`src/rtl/pipe_ctrl_pkg.sv`:
```
// pipe_ctrl_pkg: shared stage-index type and canonical stage names for the
// in-order pipeline controller (names match the classic 5-stage layout).
package pipe_ctrl_pkg;

   localparam int unsigned MAX_STAGES = 16;
   localparam int unsigned STG_IDX_W  = $clog2(MAX_STAGES);

   typedef logic [STG_IDX_W-1:0] stg_idx_t;

   // Stage positions for STAGES=5; index 0 is the youngest (fetch).
   typedef enum stg_idx_t {
      STG_IF  = stg_idx_t'(0),
      STG_ID  = stg_idx_t'(1),
      STG_EX  = stg_idx_t'(2),
      STG_MEM = stg_idx_t'(3),
      STG_WB  = stg_idx_t'(4)
   } stg_name_e;

endpackage

```
`src/rtl/pipe_ctrl_n_if.sv`:
```
// pipe_ctrl_n_if: per-stage handshake bundle between the pipeline datapath
// (master) and the stall/flush controller (slave).
interface pipe_ctrl_n_if #(
   parameter int unsigned STAGES = 5
);

   localparam int unsigned SRC_W = $clog2(STAGES);

   logic              fetch_valid;
   logic [STAGES-1:0] stage_ready;
   logic [STAGES-1:0] flush_req;
   logic [STAGES-1:0] stage_valid;
   logic [STAGES-1:0] stage_stall;
   logic [STAGES-1:0] stage_flush;
   logic              redirect_valid;
   logic [SRC_W-1:0]  redirect_src;
   logic              retire;

   modport master (
      output fetch_valid, stage_ready, flush_req,
      input  stage_valid, stage_stall, stage_flush,
      input  redirect_valid, redirect_src, retire
   );

   modport slave (
      input  fetch_valid, stage_ready, flush_req,
      output stage_valid, stage_stall, stage_flush,
      output redirect_valid, redirect_src, retire
   );

endinterface

```
`src/rtl/pipe_perf_cnt.sv`:
```
// pipe_perf_cnt: free-running wrap-around performance counters for the
// pipeline controller; only instantiated when PIPE_PERF_EN is defined.
module pipe_perf_cnt #(
   parameter int unsigned CNT_W = 32
) (
   input  logic             clk,
   input  logic             rst,
   input  logic             retire,
   input  logic             stall_any,
   input  logic             flush_taken,
   output logic [CNT_W-1:0] perf_cycles,
   output logic [CNT_W-1:0] perf_retired,
   output logic [CNT_W-1:0] perf_stalls,
   output logic [CNT_W-1:0] perf_flushes
);

   // Count cycles out of reset and qualifying events; counters wrap naturally.
   always_ff @(posedge clk or negedge rst) begin
      if (!rst) begin
         perf_cycles  <= '0;
         perf_retired <= '0;
         perf_stalls  <= '0;
         perf_flushes <= '0;
      end else begin
         perf_cycles <= perf_cycles + CNT_W'(1);
         if (retire)      perf_retired <= perf_retired + CNT_W'(1);
         if (stall_any)   perf_stalls  <= perf_stalls  + CNT_W'(1);
         if (flush_taken) perf_flushes <= perf_flushes + CNT_W'(1);
      end
   end

endmodule

```
`src/rtl/pipe_ctrl_n.sv`:
```
// pipe_ctrl_n: N-stage in-order pipeline stall/flush controller with bubble
// collapsing and oldest-wins flush arbitration.
// Optional feature macro: PIPE_PERF_EN (adds CNT_W and four perf counters).
module pipe_ctrl_n
   import pipe_ctrl_pkg::*;
#(
   parameter int unsigned STAGES = 5
`ifdef PIPE_PERF_EN
   , parameter int unsigned CNT_W = 32
`endif
) (
   input  logic         clk,
   input  logic         rst,
   pipe_ctrl_n_if.slave ctl
`ifdef PIPE_PERF_EN
   , output logic [CNT_W-1:0] perf_cycles
   , output logic [CNT_W-1:0] perf_retired
   , output logic [CNT_W-1:0] perf_stalls
   , output logic [CNT_W-1:0] perf_flushes
`endif
);

   localparam int unsigned SRC_W = $clog2(STAGES);

   logic [STAGES-1:1] occ_q;
   logic [STAGES-1:0] occ;
   logic [STAGES-1:0] adv;
   logic [STAGES-1:0] hit;
   logic [STAGES-1:0] flush_below;
   logic              take;
   logic [SRC_W-1:0]  k_idx;

   // Fetch occupancy is masked during reset so stall/flush outputs drop with occ_q.
   assign occ = {occ_q, ctl.fetch_valid & rst};
   assign hit = ctl.flush_req & occ;

   // Advance chain resolves oldest first; flush_below[j] is set when any older stage flushes.
   assign adv[STAGES-1]         = !occ[STAGES-1] | ctl.stage_ready[STAGES-1];
   assign flush_below[STAGES-1] = 1'b0;
   for (genvar i = 0; i < STAGES-1; i++) begin : g_chain
      assign adv[i]         = !occ[i] | (ctl.stage_ready[i] & adv[i+1]);
      assign flush_below[i] = flush_below[i+1] | hit[i+1];
   end

   // Priority encoder: the highest-index (oldest) valid requester wins.
   always_comb begin
      take  = |hit;
      k_idx = '0;
      for (int unsigned i = 0; i < STAGES; i++) begin
         if (hit[i]) k_idx = SRC_W'(i);
      end
   end

   assign ctl.stage_valid = {occ_q, ctl.fetch_valid};
   assign ctl.stage_stall = occ & ~adv;
   assign ctl.stage_flush = flush_below;
   assign ctl.retire      = occ[STAGES-1] & ctl.stage_ready[STAGES-1];

   // Per-stage valid update: flush clears, advance loads from the younger stage, else hold.
   always_ff @(posedge clk or negedge rst) begin
      if (!rst) begin
         occ_q <= '0;
      end else begin
         for (int unsigned i = 1; i < STAGES; i++) begin
            if (flush_below[i])
               occ_q[i] <= 1'b0;
            else if (adv[i])
               occ_q[i] <= occ[i-1] & adv[i-1] & !flush_below[i-1];
         end
      end
   end

   // Registered redirect pulse and the index of the stage that caused it.
   always_ff @(posedge clk or negedge rst) begin
      if (!rst) begin
         ctl.redirect_valid <= 1'b0;
         ctl.redirect_src   <= '0;
      end else begin
         ctl.redirect_valid <= take;
         if (take) ctl.redirect_src <= k_idx;
      end
   end

`ifdef PIPE_PERF_EN
   pipe_perf_cnt #(.CNT_W(CNT_W)) u_perf (
      .clk          (clk),
      .rst          (rst),
      .retire       (ctl.retire),
      .stall_any    (|ctl.stage_stall),
      .flush_taken  (take),
      .perf_cycles  (perf_cycles),
      .perf_retired (perf_retired),
      .perf_stalls  (perf_stalls),
      .perf_flushes (perf_flushes)
   );
`endif

endmodule

```
`src/flat_wrapper.sv`:
```
// flat-port wrapper written by rule: the top's interface ports become plain ports
module pipe_ctrl_n_flat import pipe_ctrl_pkg::*;
#(
   parameter int unsigned STAGES = 5

)
  (clk, rst, ctl_fetch_valid, ctl_stage_ready, ctl_flush_req, ctl_stage_valid, ctl_stage_stall, ctl_stage_flush, ctl_redirect_valid, ctl_redirect_src, ctl_retire);
  pipe_ctrl_n_if #(.STAGES(STAGES)) ctl_i ();
  input  logic clk;
  input  logic rst;
  input wire logic [$bits(ctl_i.fetch_valid)-1:0] ctl_fetch_valid;
  input wire logic [$bits(ctl_i.stage_ready)-1:0] ctl_stage_ready;
  input wire logic [$bits(ctl_i.flush_req)-1:0] ctl_flush_req;
  output wire logic [$bits(ctl_i.stage_valid)-1:0] ctl_stage_valid;
  output wire logic [$bits(ctl_i.stage_stall)-1:0] ctl_stage_stall;
  output wire logic [$bits(ctl_i.stage_flush)-1:0] ctl_stage_flush;
  output wire logic [$bits(ctl_i.redirect_valid)-1:0] ctl_redirect_valid;
  output wire logic [$bits(ctl_i.redirect_src)-1:0] ctl_redirect_src;
  output wire logic [$bits(ctl_i.retire)-1:0] ctl_retire;
  assign ctl_i.fetch_valid = ctl_fetch_valid;
  assign ctl_i.stage_ready = ctl_stage_ready;
  assign ctl_i.flush_req = ctl_flush_req;
  assign ctl_stage_valid = ctl_i.stage_valid;
  assign ctl_stage_stall = ctl_i.stage_stall;
  assign ctl_stage_flush = ctl_i.stage_flush;
  assign ctl_redirect_valid = ctl_i.redirect_valid;
  assign ctl_redirect_src = ctl_i.redirect_src;
  assign ctl_retire = ctl_i.retire;
  pipe_ctrl_n #(.STAGES(STAGES)) u_core (.clk(clk), .rst(rst), .ctl(ctl_i));
endmodule
```
`config.mk`:
```
export PLATFORM = sky130hd
export DESIGN_NAME = pipe_ctrl_n_flat
export DESIGN_NICKNAME = d
export VERILOG_FILES = /design/src/rtl/pipe_ctrl_pkg.sv /design/src/rtl/pipe_ctrl_n_if.sv /design/src/rtl/pipe_perf_cnt.sv /design/src/rtl/pipe_ctrl_n.sv /design/src/flat_wrapper.sv
export SDC_FILE = /design/constraint.sdc
export NUM_CORES = 1
export LEC_CHECK = 0
export CAP_MARGIN = 0
export CORE_AREA = 5 5 43 45
export DETAILED_ROUTE_END_ITERATION = 12
export DIE_AREA = 0 0 48 50
export PLACE_DENSITY = 0.8
export SLEW_MARGIN = 0
export SYNTH_ARGS = -nofsm -noshare
export SYNTH_HDL_FRONTEND = slang
export SYNTH_SLANG_ARGS = --single-unit
export TNS_END_PERCENT = 1
```
`constraint.sdc`:
```
create_clock -name clk -period 2.43 [get_ports clk]
set_input_delay 0.486 -clock clk [delete_from_list [all_inputs] [get_ports clk]]
set_output_delay 0.486 -clock clk [all_outputs]
set_load 0.005 [all_outputs]
```
==> run summary <==
STA
------------------------------------------------------------------------------------
Final worst clock skew                                                       10.5 ps
Pins Over Slew Limit                                                               0
Highest attainable clock frequency                                         0.423 GHz
Minimum hold slack                                                            478 ps
Count of final setup violators                                                     0
Final hold violation count                                                         0
Unrepaired setup endpoints after global routing                                 true
Final total negative setup slack                                                0 ps
Final cycle utilization of the critical path                                   97.2%
Fin crit period                                                              2360 ps

GLOBAL ROUTING
------------------------------------------------------------------------------------
Maximum number of pins on one net before global-route repair                      11
Vias in the first global route                                                   498
Residual overflow from global routing                                              0
First-pass GRT wire length                                                   2210 um
Antenna violations before repair                                                   0
Total track usage                                                              12.7%

FINAL LAYOUT
------------------------------------------------------------------------------------
Fraction of layout cells with a size suffix above 1                            27.9%
Nets@finish                                                                      101
Layout-stage area growth over the synthesis result                             77.9%
Number of inserted filler cells in the final layout                              120
Filler-free cell count of the finished design                                    102
Most frequent cells in the layout                                       clkdlybuf4s50_1 (29), dfrtp_1 (8), inv_1 (6), buf_4 (6), nand2_1 (5)
Post-route core utilization                                                    62.3%
Final Cell Area                                                            895 sq um
Antenna Cells                                                                      0
Commonest non-fill, non-tap cell in the layout                          clkdlybuf4s50_1

CRITICAL PATH
------------------------------------------------------------------------------------
Depth of the most critical reg-to-reg path                                         5
Reg2Reg Capture Point                                                   u_core.occ_q[2]
Worst Path Arrival                                                           1880 ps
Required @ worst endpoint                                                    1940 ps
Maximum net fanout on the critical path                                            3
Register-to-register setup slack                                             1230 ps
Worst Setup Start Kind                                                  primary input
Launching point of the worst reg2reg path                               u_core.occ_q[4]
Capturing instance or port of the critical path                         ctl_stage_stall[0]
Worst Setup SP                                                          ctl_stage_ready[3]
Worst setup EP type                                                     primary output
Crit path kind                                                                in2out

PLACE
------------------------------------------------------------------------------------
Number of buffer cells added on primary ports                                     31
Count of placed standard cells including taps                                     98
Dpl hpwl                                                                     1110 um
Routability congestion estimate from global placement                          0.797
Cell area after placement                                                  848 sq um

WORST HOLD PATH
------------------------------------------------------------------------------------
Number of cells on the worst hold path                                             1
Hold Crit Class                                                              reg2reg
Worst Min Path Start                                                    u_core.ctl.redirect_src[2]

FLOORPLAN
------------------------------------------------------------------------------------
Area of the die                                                           2400 sq um
Initial core utilization                                                       35.0%
Area of the core region                                                   1440 sq um
IO Count                                                                          33
Row count                                                                         14
Y dimension of the die                                                         50 um
Die W                                                                          48 um

CLOCKING
------------------------------------------------------------------------------------
Clock-pin transition on the worst setup and hold timing paths                  50 ps
Number of buffers inserted by hold repair at cts                                   0
Clock network latency to the later pin of the worst-skew pair                 250 ps
CTS sink cnt                                                                       8
Buffers from clock root to sink, at most                                           2
TritonCTS clock tree                                                            done
Htree depth                                                                        1
Number of buffers inserted during clock tree synthesis                             3
Root Buffer                                                                 clkbuf_4

POWER
------------------------------------------------------------------------------------
Internal cell power                                                         0.460 mW
Sw frac                                                                        31.7%
Power Dens Cells                                                         752 nW/um^2
Net switching power of the design                                           0.213 mW
Static Leakage                                                              0.443 nW
Comb power frac                                                                52.7%
Sequential group share of total power                                          32.3%
Part of the power in the clock network                                         15.1%
Max IR drop VDD                                                             0.346 mV

YOSYS
------------------------------------------------------------------------------------
Area fraction in and, or, nand and nor cells after synthesis                   22.9%
Number of unique standard cell types used by synthesis                            23
Fraction of post-synthesis cell area in the top cell type by area              39.8%
Top cell type by total area after synthesis                                  dfrtp_1
Mux contribution to synthesized area                                              0%
Number of cells produced by synthesis                                             49
Share of flip-flops with an asynchronous set or reset after synthesis           100%
Post-Synthesis Cell Area                                                   503 sq um
Number of nets produced by synthesis                                              62
Synth top area cells                                                    dfrtp_1 (40%), a21oi_2 (5.2%), a21o_1 (4.5%)
Dominant register cell in the synthesized netlist                            dfrtp_1
Syn. warnings                                                                      0
Largest family of logic cells by synthesized area                       compound AO/OA/AOI/OAI gates
Number of register bits inferred by synthesis                                      8
Share of the synthesized area in compound gates (AO/OA/AOI/OAI)                27.6%
Post-Synth Adder-Cell Area                                                        0%
Share of the synthesized netlist area taken by xor and xnor gates                 0%
Number of enable-type register cells in the synthesized netlist                    0
Mean post-synth cell area                                                 10.3 sq um
Portion of the post-synthesis area used by sequential elements                 39.8%

ROUTE
------------------------------------------------------------------------------------
Routed via count                                                                 486
Detailed Routing Iterations Pass 1                                                 2
Initial DRC Count                                                                  1
Remaining number of nets flagged by the antenna check after routing                0
Drt drc                                                                            0
Routed via count divided by cell count                                          4.76
Wirelength per Cell                                                          13.2 um
Overall routed net length                                                    1350 um

FLOW RUN
------------------------------------------------------------------------------------
Max-cap check violation count                                                      0

OUTCOME
------------------------------------------------------------------------------------
Outcome                                                                 finished clean

## worst min path at each step
| stage | end | slack (ps) |
|---|---|---|
| finish | u_core.ctl.redirect_src[2] | 480 |
| global route | u_core.ctl.redirect_src[2] | 500 |
| CTS | u_core.ctl.redirect_src[2] | 480 |
| detailed placement | u_core.ctl.redirect_src[2] | 470 |
| global placement | u_core.ctl.redirect_src[2] | 460 |
| floorplan | u_core.ctl.redirect_src[0] | 190 |
## per-layer routing
metal	vias to the layer above	share of wire, %	track usage (%)
met4	0	0	4.04
met3	0	13	4.36
li1	236	-	-
met5	-	0	0
met1	228	39	15.2
met2	22	47	20.5
## registers in the layout, indices dropped and copies added, names as in the netlist
name	cells
u_core.ctl.redirect_valid	1
u_core.ctl.redirect_src	3
u_core.occ_q	4
## power by group through the flow
stage                     Combinational [mW]  Clock (mW)  Sequential [mW]
after global routing                   0.383       0.114            0.224
final                                  0.354       0.101            0.217
after CTS                              0.354       0.104            0.216
after global placement                 0.345           0            0.217
after floorplan                        0.140           0            0.219
after detailed placement               0.350           0            0.218
## cells in the mapped netlist (2+ instances only)
cell type and number:
a21o_1 3, a21oi_1 3, a21oi_2 3, buf_4 3
dfrtp_1 8, inv_1 6, nand2_1 5, nand2_2 2
nand3_1 2
## worst max-delay path, cell delays in order
cell and delay (ps):
clkdlybuf4s50_1 480, inv_1 70, o21ai_4 160, a2bb2oi_4 180
a21oi_2 70, clkdlybuf4s50_1 440
## what timing repair did
item,in CTS,in global routing
setup endpoints to repair,2,3
gates cloned,0,0
buffers inserted,1,0
pin swaps,0,2
gates resized for setup,1,4
## per-stage QoR
| stage | setup slack (ps) | power, mW |
|---|---|---|
| 2_1_floorplan | 910 | 0.359 |
| 3_3_place_gp | -52.2 | 0.562 |
| 3_5_place_dp | -72.9 | 0.568 |
| 4_1_cts | 9.56 | 0.674 |
| 5_1_grt | -5.05 | 0.720 |
| 6_report | 67.9 | 0.673 |
## area by class of cell
class,count,area [sq um],area share [%]
repair buffers,37,357,39.9
multi-input cells,32,273,30.5
clock buffers,3,22.5,2.52
well taps,16,20.0,2.24
flip-flops and latches,8,200,22.4
inverters,6,22.5,2.52
## cell families (layout without fill, tap and decap cells)
kind of cell           count (synthesis)  in the layout
and+or+nand+nor                       16             16
AOI/OAI and AO/OA                     15             15
DFF                                    8              8
other                                  1              1
buffers and inverters                  9             46
Power figures use the tool's default switching activity.
